**config.mk**
```make
export PLATFORM = sky130hd
export DESIGN_NAME = ramdisk_ptr_ctrl
export DESIGN_NICKNAME = d
export VERILOG_FILES = /design/src/rtl/ramdisk_pkg.sv /design/src/rtl/ramdisk_ptr_chan.sv /design/src/rtl/ramdisk_ptr_ctrl.sv
export SDC_FILE = /design/constraint.sdc
export NUM_CORES = 1
export LEC_CHECK = 0
export CAP_MARGIN = 15
export CORE_MARGIN = 1
export CORE_UTILIZATION = 43
export CTS_CLUSTER_DIAMETER = 60
export DETAILED_ROUTE_END_ITERATION = 8
export PLACE_DENSITY_LB_ADDON = 0.15
export SLEW_MARGIN = 20
export SYNTH_ARGS = -nofsm -noshare
export SYNTH_HDL_FRONTEND = slang
export SYNTH_HIERARCHICAL = 1
export SYNTH_SLANG_ARGS = --single-unit
```
**constraint.sdc**
```tcl
create_clock -name C7M -period 5.15 [get_ports C7M]
set_clock_uncertainty 0.2 [all_clocks]
set_input_delay 1.545 -clock C7M [delete_from_list [all_inputs] [get_ports C7M]]
set_output_delay 1.545 -clock C7M [all_outputs]
set_load 0.05 [all_outputs]
```
**src/rtl/ramdisk_pkg.sv**
```systemverilog
// Shared constants for the RAM-disk pointer controller: register offsets,
// step-mode encodings, sequencer states and the carry-compensation rule.
package ramdisk_pkg;

    localparam logic [1:0] OFS_L    = 2'd0;
    localparam logic [1:0] OFS_M    = 2'd1;
    localparam logic [1:0] OFS_H    = 2'd2;
    localparam logic [1:0] OFS_WIN  = 2'd3;
    localparam logic [3:0] REG_MODE = 4'hC;

    // Per-channel step mode; 2'b10 and 2'b11 both mean hold.
    localparam logic [1:0] STEP_INC = 2'b00;
    localparam logic [1:0] STEP_DEC = 2'b01;

    typedef enum logic [2:0] {
        S_IDLE   = 3'd0,
        S_SYNC   = 3'd1,
        S_STEP_M = 3'd2,
        S_STEP_H = 3'd3,
        S_EN     = 3'd4,
        S_DATA   = 3'd5,
        S_TAIL   = 3'd6,
        S_STALL  = 3'd7
    } seq_state_e;

    // A byte write that crosses bit 7 in the direction of travel owes a carry/borrow.
    function automatic logic comp_carry(input logic [1:0] mode, input logic old7, input logic new7);
        return ((mode == STEP_INC) && old7 && !new7) || ((mode == STEP_DEC) && !old7 && new7);
    endfunction

endpackage

```
**src/rtl/ramdisk_ptr_chan.sv**
```systemverilog
// One pointer channel: L/M/H bytes, pending step flags and latched direction.
// Ports: clk/rst, sequencer state s, channel mode, S5 strobes (step_req,
// wr_l/m/h) with write data din, and the assembled pointer ptr.
module ramdisk_ptr_chan
    import ramdisk_pkg::*;
#(
    parameter int unsigned ADDR_W = 20
) (
    input  logic              clk,
    input  logic              rst,
    input  seq_state_e        s,
    input  logic [1:0]        mode,
    input  logic              step_req,
    input  logic              wr_l,
    input  logic              wr_m,
    input  logic              wr_h,
    input  logic [7:0]        din,
    output logic [ADDR_W-1:0] ptr
);
    localparam int unsigned HW = ADDR_W - 16;

    logic [7:0]    l_q, l_d, m_q, m_d;
    logic [HW-1:0] h_q, h_d;
    logic          pend_l_q, pend_l_d, pend_m_q, pend_m_d, pend_h_q, pend_h_d;
    logic          dir_q, dir_d;

    // Byte-serial step pipeline (S1..S3) plus S5 bus strobes.
    always_comb begin
        l_d      = l_q;
        m_d      = m_q;
        h_d      = h_q;
        pend_l_d = pend_l_q;
        pend_m_d = pend_m_q;
        pend_h_d = pend_h_q;
        dir_d    = dir_q;

        case (s)
            S_SYNC: if (pend_l_q) begin
                l_d      = dir_q ? l_q - 8'd1 : l_q + 8'd1;
                pend_l_d = 1'b0;
                if (l_q == (dir_q ? 8'h00 : 8'hFF)) pend_m_d = 1'b1;
            end
            S_STEP_M: if (pend_m_q) begin
                m_d      = dir_q ? m_q - 8'd1 : m_q + 8'd1;
                pend_m_d = 1'b0;
                if (m_q == (dir_q ? 8'h00 : 8'hFF)) pend_h_d = 1'b1;
            end
            S_STEP_H: if (pend_h_q) begin
                h_d      = dir_q ? h_q - HW'(1) : h_q + HW'(1);
                pend_h_d = 1'b0;
            end
            default: ;
        endcase

        // Direction is latched here so a later MODE write cannot redirect this step.
        if (step_req && (mode == STEP_INC || mode == STEP_DEC)) begin
            pend_l_d = 1'b1;
            dir_d    = (mode == STEP_DEC);
        end
        if (wr_l) begin
            l_d = din;
            if (comp_carry(mode, l_q[7], din[7])) begin
                pend_m_d = 1'b1;
                dir_d    = (mode == STEP_DEC);
            end
        end
        if (wr_m) begin
            m_d = din;
            if (comp_carry(mode, m_q[7], din[7])) begin
                pend_h_d = 1'b1;
                dir_d    = (mode == STEP_DEC);
            end
        end
        if (wr_h) begin
            h_d      = din[HW-1:0];
            pend_h_d = 1'b0;
        end
    end

    always_ff @(posedge clk or posedge rst) begin
        if (rst) begin
            l_q      <= '0;
            m_q      <= '0;
            h_q      <= '0;
            pend_l_q <= 1'b0;
            pend_m_q <= 1'b0;
            pend_h_q <= 1'b0;
            dir_q    <= 1'b0;
        end else begin
            l_q      <= l_d;
            m_q      <= m_d;
            h_q      <= h_d;
            pend_l_q <= pend_l_d;
            pend_m_q <= pend_m_d;
            pend_h_q <= pend_h_d;
            dir_q    <= dir_d;
        end
    end

    assign ptr = {h_q, m_q, l_q};

endmodule

```
**src/rtl/ramdisk_ptr_ctrl.sv**
```systemverilog
// Multi-channel RAM-disk address-pointer controller for an Apple II slot card.
// Inputs: C7M clock, RES async reset, PHI1, nDEVSEL/nIOSEL/nWE, A[3:0], Din.
// Outputs: Dout/reg_rd register readback, RA SRAM address, RAMSEL/RAMCS window
// select, REGEN/CSDBEN enables and S (state counter, debug).
module ramdisk_ptr_ctrl
    import ramdisk_pkg::*;
#(
    parameter int unsigned ADDR_W = 20,
    parameter int unsigned NCH    = 2
) (
    input  logic              C7M,
    input  logic              RES,
    input  logic              PHI1,
    input  logic              nDEVSEL,
    input  logic              nIOSEL,
    input  logic              nWE,
    input  logic [3:0]        A,
    input  logic [7:0]        Din,
    output logic [7:0]        Dout,
    output logic              reg_rd,
    output logic [ADDR_W-1:0] RA,
    output logic              RAMSEL,
    output logic              RAMCS,
    output logic              REGEN,
    output logic              CSDBEN,
    output logic [2:0]        S
);
    localparam int unsigned MW = 2 * NCH;

    seq_state_e    s_q, s_d;
    logic          phi1_q, phi1_d, phi0seen_q, phi0seen_d;
    logic          regen_q, regen_d, csdben_q, csdben_d;
    logic [MW-1:0] mode_q, mode_d;
    logic [1:0]    last_ch_q, last_ch_d;

    logic [1:0]        ch, ofs;
    logic              ch_ok, sel, is_mode, win_hit, at_s5, wr_s5;
    logic [ADDR_W-1:0] ptr_all [4];
    logic [ADDR_W-1:0] ptr_sel;
    logic [7:0]        hi_rd;

    // Bus decode.
    assign ch      = A[3:2];
    assign ofs     = A[1:0];
    assign ch_ok   = 32'(ch) < NCH;
    assign sel     = regen_q & ~nDEVSEL;
    assign is_mode = (A == REG_MODE);
    assign win_hit = sel & ch_ok & (ofs == OFS_WIN);
    assign at_s5   = sel & (s_q == S_DATA);
    assign wr_s5   = at_s5 & ~nWE;

    // Channels; unused slots read as zero so the muxes stay fixed-width.
    for (genvar c = 0; c < 4; c++) begin : g_chan
        if (c < NCH) begin : g_used
            logic hit;
            assign hit = at_s5 & (ch == 2'(c));
            ramdisk_ptr_chan #(.ADDR_W(ADDR_W)) u_chan (
                .clk      (C7M),
                .rst      (RES),
                .s        (s_q),
                .mode     (mode_q[2*c +: 2]),
                .step_req (hit & (ofs == OFS_WIN)),
                .wr_l     (hit & ~nWE & (ofs == OFS_L)),
                .wr_m     (hit & ~nWE & (ofs == OFS_M)),
                .wr_h     (hit & ~nWE & (ofs == OFS_H)),
                .din      (Din),
                .ptr      (ptr_all[c])
            );
        end else begin : g_unused
            assign ptr_all[c] = '0;
        end
    end

    // Sequencer, enables, MODE register and last-channel tracking.
    always_comb begin
        s_d        = s_q;
        phi1_d     = PHI1;
        phi0seen_d = phi0seen_q | ~PHI1;
        csdben_d   = (s_q == S_EN) || (s_q == S_DATA) || (s_q == S_TAIL) || (s_q == S_STALL);
        regen_d    = regen_q | ((s_q == S_EN) & ~nIOSEL);
        mode_d     = mode_q;
        last_ch_d  = last_ch_q;

        // S saturates at 7 when the next PHI1 edge is late; 0 waits for the first edge.
        if (PHI1 && !phi1_q && phi0seen_q) begin
            s_d = S_SYNC;
        end else if (s_q != S_IDLE && s_q != S_STALL) begin
            s_d = seq_state_e'(s_q + 3'd1);
        end

        if (wr_s5 && is_mode) mode_d = Din[MW-1:0];
        if (at_s5 && win_hit) last_ch_d = ch;
    end

    always_ff @(posedge C7M or posedge RES) begin
        if (RES) begin
            s_q        <= S_IDLE;
            phi1_q     <= 1'b0;
            phi0seen_q <= 1'b0;
            regen_q    <= 1'b0;
            csdben_q   <= 1'b0;
            mode_q     <= '0;
            last_ch_q  <= '0;
        end else begin
            s_q        <= s_d;
            phi1_q     <= phi1_d;
            phi0seen_q <= phi0seen_d;
            regen_q    <= regen_d;
            csdben_q   <= csdben_d;
            mode_q     <= mode_d;
            last_ch_q  <= last_ch_d;
        end
    end

    // Register readback; the high byte is padded with ones above ADDR_W-16 bits.
    assign ptr_sel = ptr_all[ch];

    always_comb begin
        hi_rd                  = 8'hFF;
        hi_rd[ADDR_W-17:0]     = ptr_sel[ADDR_W-1:16];
    end

    always_comb begin
        Dout = 8'h00;
        if (is_mode) begin
            Dout = 8'(mode_q);
        end else if (ch_ok) begin
            case (ofs)
                OFS_L:   Dout = ptr_sel[7:0];
                OFS_M:   Dout = ptr_sel[15:8];
                OFS_H:   Dout = hi_rd;
                default: Dout = 8'h00;
            endcase
        end
    end

    assign RA     = win_hit ? ptr_sel : ptr_all[last_ch_q];
    assign RAMSEL = win_hit;
    assign RAMCS  = win_hit & csdben_q;
    assign reg_rd = sel & nWE & ~win_hit & csdben_q;
    assign REGEN  = regen_q;
    assign CSDBEN = csdben_q;
    assign S      = s_q;

endmodule

```
## Yosys cells after proc, flatten, opt, wreduce, memory -nomap -nowiden

Cells that the tools add are included.

| storage, ports and cells | value |
|---|---|
| input port bits | 18 |
| memories | 0 |
| output and inout port bits | 36 |
| bits in writable memories | 0 |
| bits in latches | 0 |
| flip-flop bits (word level) | 61 |
| ROM bits | 0 |

| cells by class | value |
|---|---|
| reduce and logical (&&, ||, !) cells | 64 |
| muxes and demuxes | 73 |
| shift-type cells | 0 |
| $lt $le $gt $ge | 3 |
| divide/modulo/power cells | 0 |
| multiply operators | 0 |
| add/subtract/negate cells | 13 |
| bitwise operators | 31 |
| equal/unequal tests | 19 |

Operators by type and width:

| kind | count |
|---|---|
| $mux W8 | 20 |
| $mux W20 | 5 |
| $bmux W20 S2 | 2 |
| $add A8 B1 Y8 const B | 4 |
| $eq A8 B8 Y1 | 4 |
| $mux W4 | 8 |
| $sub A8 B1 Y8 const B | 4 |
| $mux W1 | 31 |
| $reduce_bool A2 Y1 | 15 |
| $pmux W8 S3 | 1 |
| $logic_and A1 B1 Y1 | 23 |
| $and A1 B1 Y1 | 22 |
| $eq A3 B3 Y1 const B | 4 |
| $reduce_and A2 Y1 | 6 |
| $logic_or A1 B1 Y1 | 9 |
| $add A4 B1 Y4 const B | 2 |
| $eq A2 B1 Y1 const B | 4 |
| $logic_not A2 Y1 | 4 |
| $pmux W1 S2 | 4 |
| $sub A4 B1 Y4 const B | 2 |
| $eq A3 B2 Y1 const B | 2 |
| $ge A3 B3 Y1 const B | 2 |
| $logic_not A1 Y1 | 6 |
| $mux W3 | 2 |
| other kinds (10) | 17 |

## Logic depth before layout (Yosys ltp)

Gate-level depths: netlist (run 1).

| depth | value |
|---|---|
| depth in word-level cells | 11 |
| gate-level depth with buffers | 10 |

## Cells and area by module

Netlist (run 1), hierarchy kept.

Modules (own cells, without submodules):

| module | area each (sq um) | cells each | seq. area each (sq um) | instances |
|---|---|---|---|---|
| ramdisk_ptr_chan | 1,944.4 | 234 | 600.6 | 2 |
| ramdisk_ptr_ctrl | 1,854.3 | 208 | 325.3 | 1 |

## Worst setup path after synthesis (run 1)

No wires, ideal clock.

| timing | value |
|---|---|
| path kind | input port to output port |
| start | in A[3] |
| end | out RA[10] |
| slack | 0.135 ns |
| arrival | 3.270 ns |
| buffers on the path | 2 |
| cell stages on the path | 5 |
| cells stage by stage | buf_4 nand3b_1 nor2_2 buf_4 mux2i_1 |

RTL lines:

| element | line | source |
|---|---|---|
| start: declaration | ramdisk_ptr_ctrl.sv:17 | `input logic [3:0] A,` |
| $lt A2 B2 Y1 | ramdisk_ptr_ctrl.sv:45 | `assign ch_ok = 32'(ch) < NCH;` |
| $and A1 B1 Y1 (2 in a row) | ramdisk_ptr_ctrl.sv:48 | `assign win_hit = sel & ch_ok & (ofs == OFS_WIN);` |
| named net RAMSEL | ramdisk_ptr_ctrl.sv:22 | `output logic RAMSEL,` |
| $mux W20 | ramdisk_ptr_ctrl.sv:137 | `assign RA = win_hit ? ptr_sel : ptr_all[last_ch_q];` |
| end: declaration | ramdisk_ptr_ctrl.sv:21 | `output logic [ADDR_W-1:0] RA,` |

The timed path passes the listed nets, and every way through them passes these cells. The select of a mux whose other input is x is not followed.

## Worst setup path in the final report (run 1)

| timing | value |
|---|---|
| start | in A[2] |
| end | out Dout[1] |

| between the ends | value |
|---|---|
| longest elaborated chain between the ends | 7 |

RTL lines:

| element | line | source |
|---|---|---|
| $not A2 Y3 (implied by the code) | ramdisk_ptr_ctrl.sv:116 | `assign ptr_sel = ptr_all[ch];` |
| $bmux W20 S2 | ramdisk_ptr_ctrl.sv:116 |  |
| $mux W20 (implied by the code) (2 in a row) | ramdisk_ptr_ctrl.sv:116 |  |
| $pmux W8 S3 | ramdisk_ptr_ctrl.sv:128 | `case (ofs)` |
| $mux W8 | ramdisk_ptr_ctrl.sv:127 | `end else if (ch_ok) begin` |
| $mux W8 * | ramdisk_ptr_ctrl.sv:125 | `if (is_mode) begin` |
| end: declaration | ramdisk_ptr_ctrl.sv:19 | `output logic [7:0] Dout,` |

Every way passes the cells marked *; elsewhere a longest branch is shown, timed or not. The select of a mux whose other input is x is not followed.

==> metrics.md, run 1 <==
| Metric | Value |
|---|---|
| Worst VDD drop | `0.409 mV` |
| NumNets Final | `782` |
| Cell with the most instances after synthesis | `nand2_1` |
| Drt pass-1 iters | `5` |
| F_max | `0.197 GHz` |
| Top cells by count, synth | `nand2_1, dfrtp_1, a21oi_1` |
| Die H | `118 microns` |
| Status | `finished clean` |
| # rows | `41` |
| Hold_buf cts | `0` |
| Total gr overflow | `0` |
| Global-route wire length before repair | `27.3 mm` |
| # placed instances | `886` |
| Fin Setup TNS | `0 ns` |
| Switch share | `44.6%` |
| Post-DP HPWL | `12.4 mm` |
| Clock Tree Buf Depth | `2` |
| Synth Flop Type | `dfrtp_1` |
| Comb pwr share | `56.8%` |
| Syn_nets | `733` |
| CP Launch Type | `input pin` |
| Ys Warns | `6` |
| Full die area | `0.0138 sq mm` |
| Final setup vio count | `0` |
| CP required | `3.41 ns` |
| Post-Synthesis Cells | `676` |
| Hold crit path type | `reg -> reg` |
| WHS | `0.257 ns` |
| Yosys top cell area share | `26.6%` |
| Area leader, netlist | `dfrtp_1` |
| Core box area | `0.0128 sq mm` |
| Clock sinks | `61` |
| Number of max-cap violations | `0` |
| 1st-iter DRT viols | `347` |
| Seq/Total Area, Yosys | `26.6%` |
| Final Hold Vio Count | `0` |
| H-tree depth | `3` |
| Psw | `1670 uW` |
| Initial Util | `44.8%` |
| Slew Limit Fails | `0` |
| Finished Layout Cells | `902` |
| CP max FO | `18` |
| EDFF count, synth | `0` |
| Post-Syn Area | `0.00574 sq mm` |
| FFs w/ async S/R, synth | `100%` |
| Synth unique cells | `61` |
| Int Pwr | `2080 uW` |
| Fin crit period | `5.07 ns` |
| Synth Register Bits | `61` |
| Diode count | `0` |
| Flop pwr share | `25.2%` |
| Avg Cell Area, Syn | `8.50 sq um` |
| CTS tree | `built` |
| Clk pwr share | `18.0%` |
| Critical Path End Type | `primary output` |
| Port buffer count | `53` |
| WL/cell | `18.6 microns` |
| Worst-Skew Late Latency | `0.34 ns` |
| Worst EP arrival | `3.32 ns` |
| Root buffer cell | `clkbuf_16` |
| Routed Antenna Nets | `0` |
| Tightest Pin Transition | `1.04 ns` |
| Remaining DRCs | `0` |
| Vias post-DR | `5234` |
| Via density | `5.80` |
| WS Path Type | `in -> out` |
| Share of cells above drive strength 1 | `17.4%` |
| Total GRT Usage | `25.3%` |
| Top cells by area, synth | `dfrtp_1, mux2i_1, ha_1` |
| Final worst-path cycle share | `98.4%` |
| RSZ-0062 raised after global routing | `no` |
| Vias in the first global route | `5164` |
| P per Cell Area | `527 mW/mm^2` |
| Lkg Pwr | `0.00310 uW` |
| Final WL | `16.7 mm` |
| Largest net degree at the start of global routing | `26` |
| Initial antenna violation count | `0` |
| Boundary Pins | `54` |
| Placer Congestion | `0.875` |
| Synthesis-to-finish area growth | `23.8%` |
| Worst-path clk slew | `0.05 ns` |
| DIE WIDTH | `118 microns` |
| CTS buffer count | `9` |
| Slew HR | `30.8%` |
==> power groups by stage <==
stage	registers [uW]	logic (uW)	clock network [uW]
2_1_floorplan	866	1390	0
5_1_grt	973	2300	707
6_report	945	2130	674
3_5_place_dp	948	2120	0
3_3_place_gp	944	2060	0
4_1_cts	944	2130	686
==> per-stage QoR <==
step                      power, uW  instance area [sq um]  setup WS, ns  util [%]
after floorplan                2250                   5740         0.135         -
after global placement         3000                   6780         0.115      52.9
after detailed placement       3070                   6780        0.0726      52.9
after CTS                      3760                   7110        0.0667      55.4
after global routing           3980                   7110        0.0224      55.5
final                          3750                   7110        0.0841      55.5
==> sequential cells by signal (all words and copies together), names as in the netlist <==
register                       flops
CSDBEN                             1
REGEN                              1
S                                  3
g_chan.g_used.u_chan/dir_q         2
g_chan.g_used.u_chan/h_q           8
g_chan.g_used.u_chan/l_q          16
g_chan.g_used.u_chan/m_q          16
g_chan.g_used.u_chan/pend_h_q      2
g_chan.g_used.u_chan/pend_l_q      2
g_chan.g_used.u_chan/pend_m_q      2
last_ch_q                          2
mode_q                             4
phi0seen_q                         1
phi1_q                             1
==> final cells by class <==
class	count	area (sq um)
Fill cell	1209	5710
Tap cell	172	215
Multi-Input combinational cell	553	3960
Clock buffer	12	256
Sequential cell	61	1530
Clock inverter	4	70.1
Timing Repair Buffer	72	975
Inverter	28	105
==> worst paths after layout <==
| check | slack [ns] | startpoint | depth (start not counted) | to |
|---|---|---|---|---|
| worst min-delay path | 0.26 | phi1_q | 1 | S[0] |
| worst max-delay path | 0.08 | A[2] | 6 | Dout[1] |
| worst min register to register | 0.26 | phi1_q | 1 | S[0] |
| min in group asynchronous | 1.45 | RES | 2 | CSDBEN |
| max in group asynchronous | 2.78 | RES | 2 | g_chan[1].g_used.u_chan/m_q[6] |
| worst max register to register | 2.14 | S[0] | 11 | g_chan[1].g_used.u_chan/dir_q |
==> metal layers <==
| layer | up-vias | share of wire [%] | global-route usage, % |
|---|---|---|---|
| met4 | 0 | 3.5 | 11.1 |
| met5 | - | 0 | 0 |
| met3 | 33 | 6.0 | 5.57 |
| li1 | 2546 | - | - |
| met2 | 194 | 46 | 40.9 |
| met1 | 2461 | 44 | 32.4 |
==> cells in the final DEF (no fill, tap or decap), types with 4 or more instances in the layout <==
| master | synthesis | final |
|---|---|---|
| clkdlybuf4s50_1 | 0 | 22 |
| nor2b_1 | 10 | 10 |
| or2_2 | 11 | 11 |
| ha_1 | 33 | 33 |
| xor2_1 | 10 | 10 |
| clkbuf_16 | 0 | 9 |
| o21ai_0 | 16 | 16 |
| a21oi_1 | 47 | 47 |
| or2b_2 | 4 | 4 |
| a32oi_1 | 4 | 4 |
| nand3_1 | 16 | 16 |
| o31a_1 | 4 | 4 |
| nor2b_4 | 6 | 6 |
| o21a_1 | 8 | 8 |
| buf_12 | 0 | 30 |
| mux2_2 | 24 | 24 |
| and2b_2 | 4 | 4 |
| nand2_1 | 65 | 65 |
| inv_1 | 26 | 24 |
| o21ai_1 | 32 | 32 |
| dfrtp_1 | 61 | 61 |
| nor4_1 | 7 | 6 |
| or4_1 | 4 | 4 |
| o31ai_1 | 5 | 5 |
| and3b_1 | 10 | 10 |
| nor3b_1 | 7 | 6 |
| a31oi_1 | 8 | 8 |
| nor2_1 | 43 | 43 |
| buf_4 | 4 | 19 |
| xnor2_1 | 9 | 9 |
| a21o_1 | 10 | 10 |
| a211oi_1 | 14 | 14 |
| nand4_1 | 6 | 6 |
| mux2i_1 | 46 | 46 |
| nor3_1 | 20 | 20 |
| o21bai_1 | 7 | 7 |
| fa_1 | 6 | 6 |
| nand2b_1 | 21 | 21 |
==> worst max-delay path, cell delays in order <==
cell,delay (ns)
clkdlybuf4s50_1,0.50
buf_12,0.17
mux2_2,0.36
a22o_1,0.26
a211o_1,0.27
buf_4,0.20
==> what timing repair did <==
item / 4_1_cts / 5_1_grt
resized for setup: 0 / 1
setup endpoints to repair: 0 / 1
setup buffers: 0 / 0
==> cells by family after synthesis <==
| logic type | Yosys count | share of synthesized area, % |
|---|---|---|
| multiplexers | 71 | 12.9 |
| buffers and inverters | 62 | 4.75 |
| adder cells (fa/ha/maj) | 39 | 9.28 |
| XOR/XNOR | 19 | 2.90 |
| AND/OR/NAND/NOR | 255 | 25.3 |
| AO/OA/AOI/OAI | 169 | 18.3 |
| flip-flops | 61 | 26.6 |
No activity file was read; power rests on OpenSTA's default activity.
==> run 2: changes to the inputs <==
--- a/config.mk
+++ b/config.mk
@@ -5,6 +5,7 @@
 export SDC_FILE = /design/constraint.sdc
 export NUM_CORES = 1
 export LEC_CHECK = 0
+export ABC_CLOCK_PERIOD_IN_PS = 5150
 export CAP_MARGIN = 15
 export CORE_MARGIN = 1
 export CORE_UTILIZATION = 43
==> results of run 2 <==
The final DEF is identical to that of run 1; final timing and power are the same.
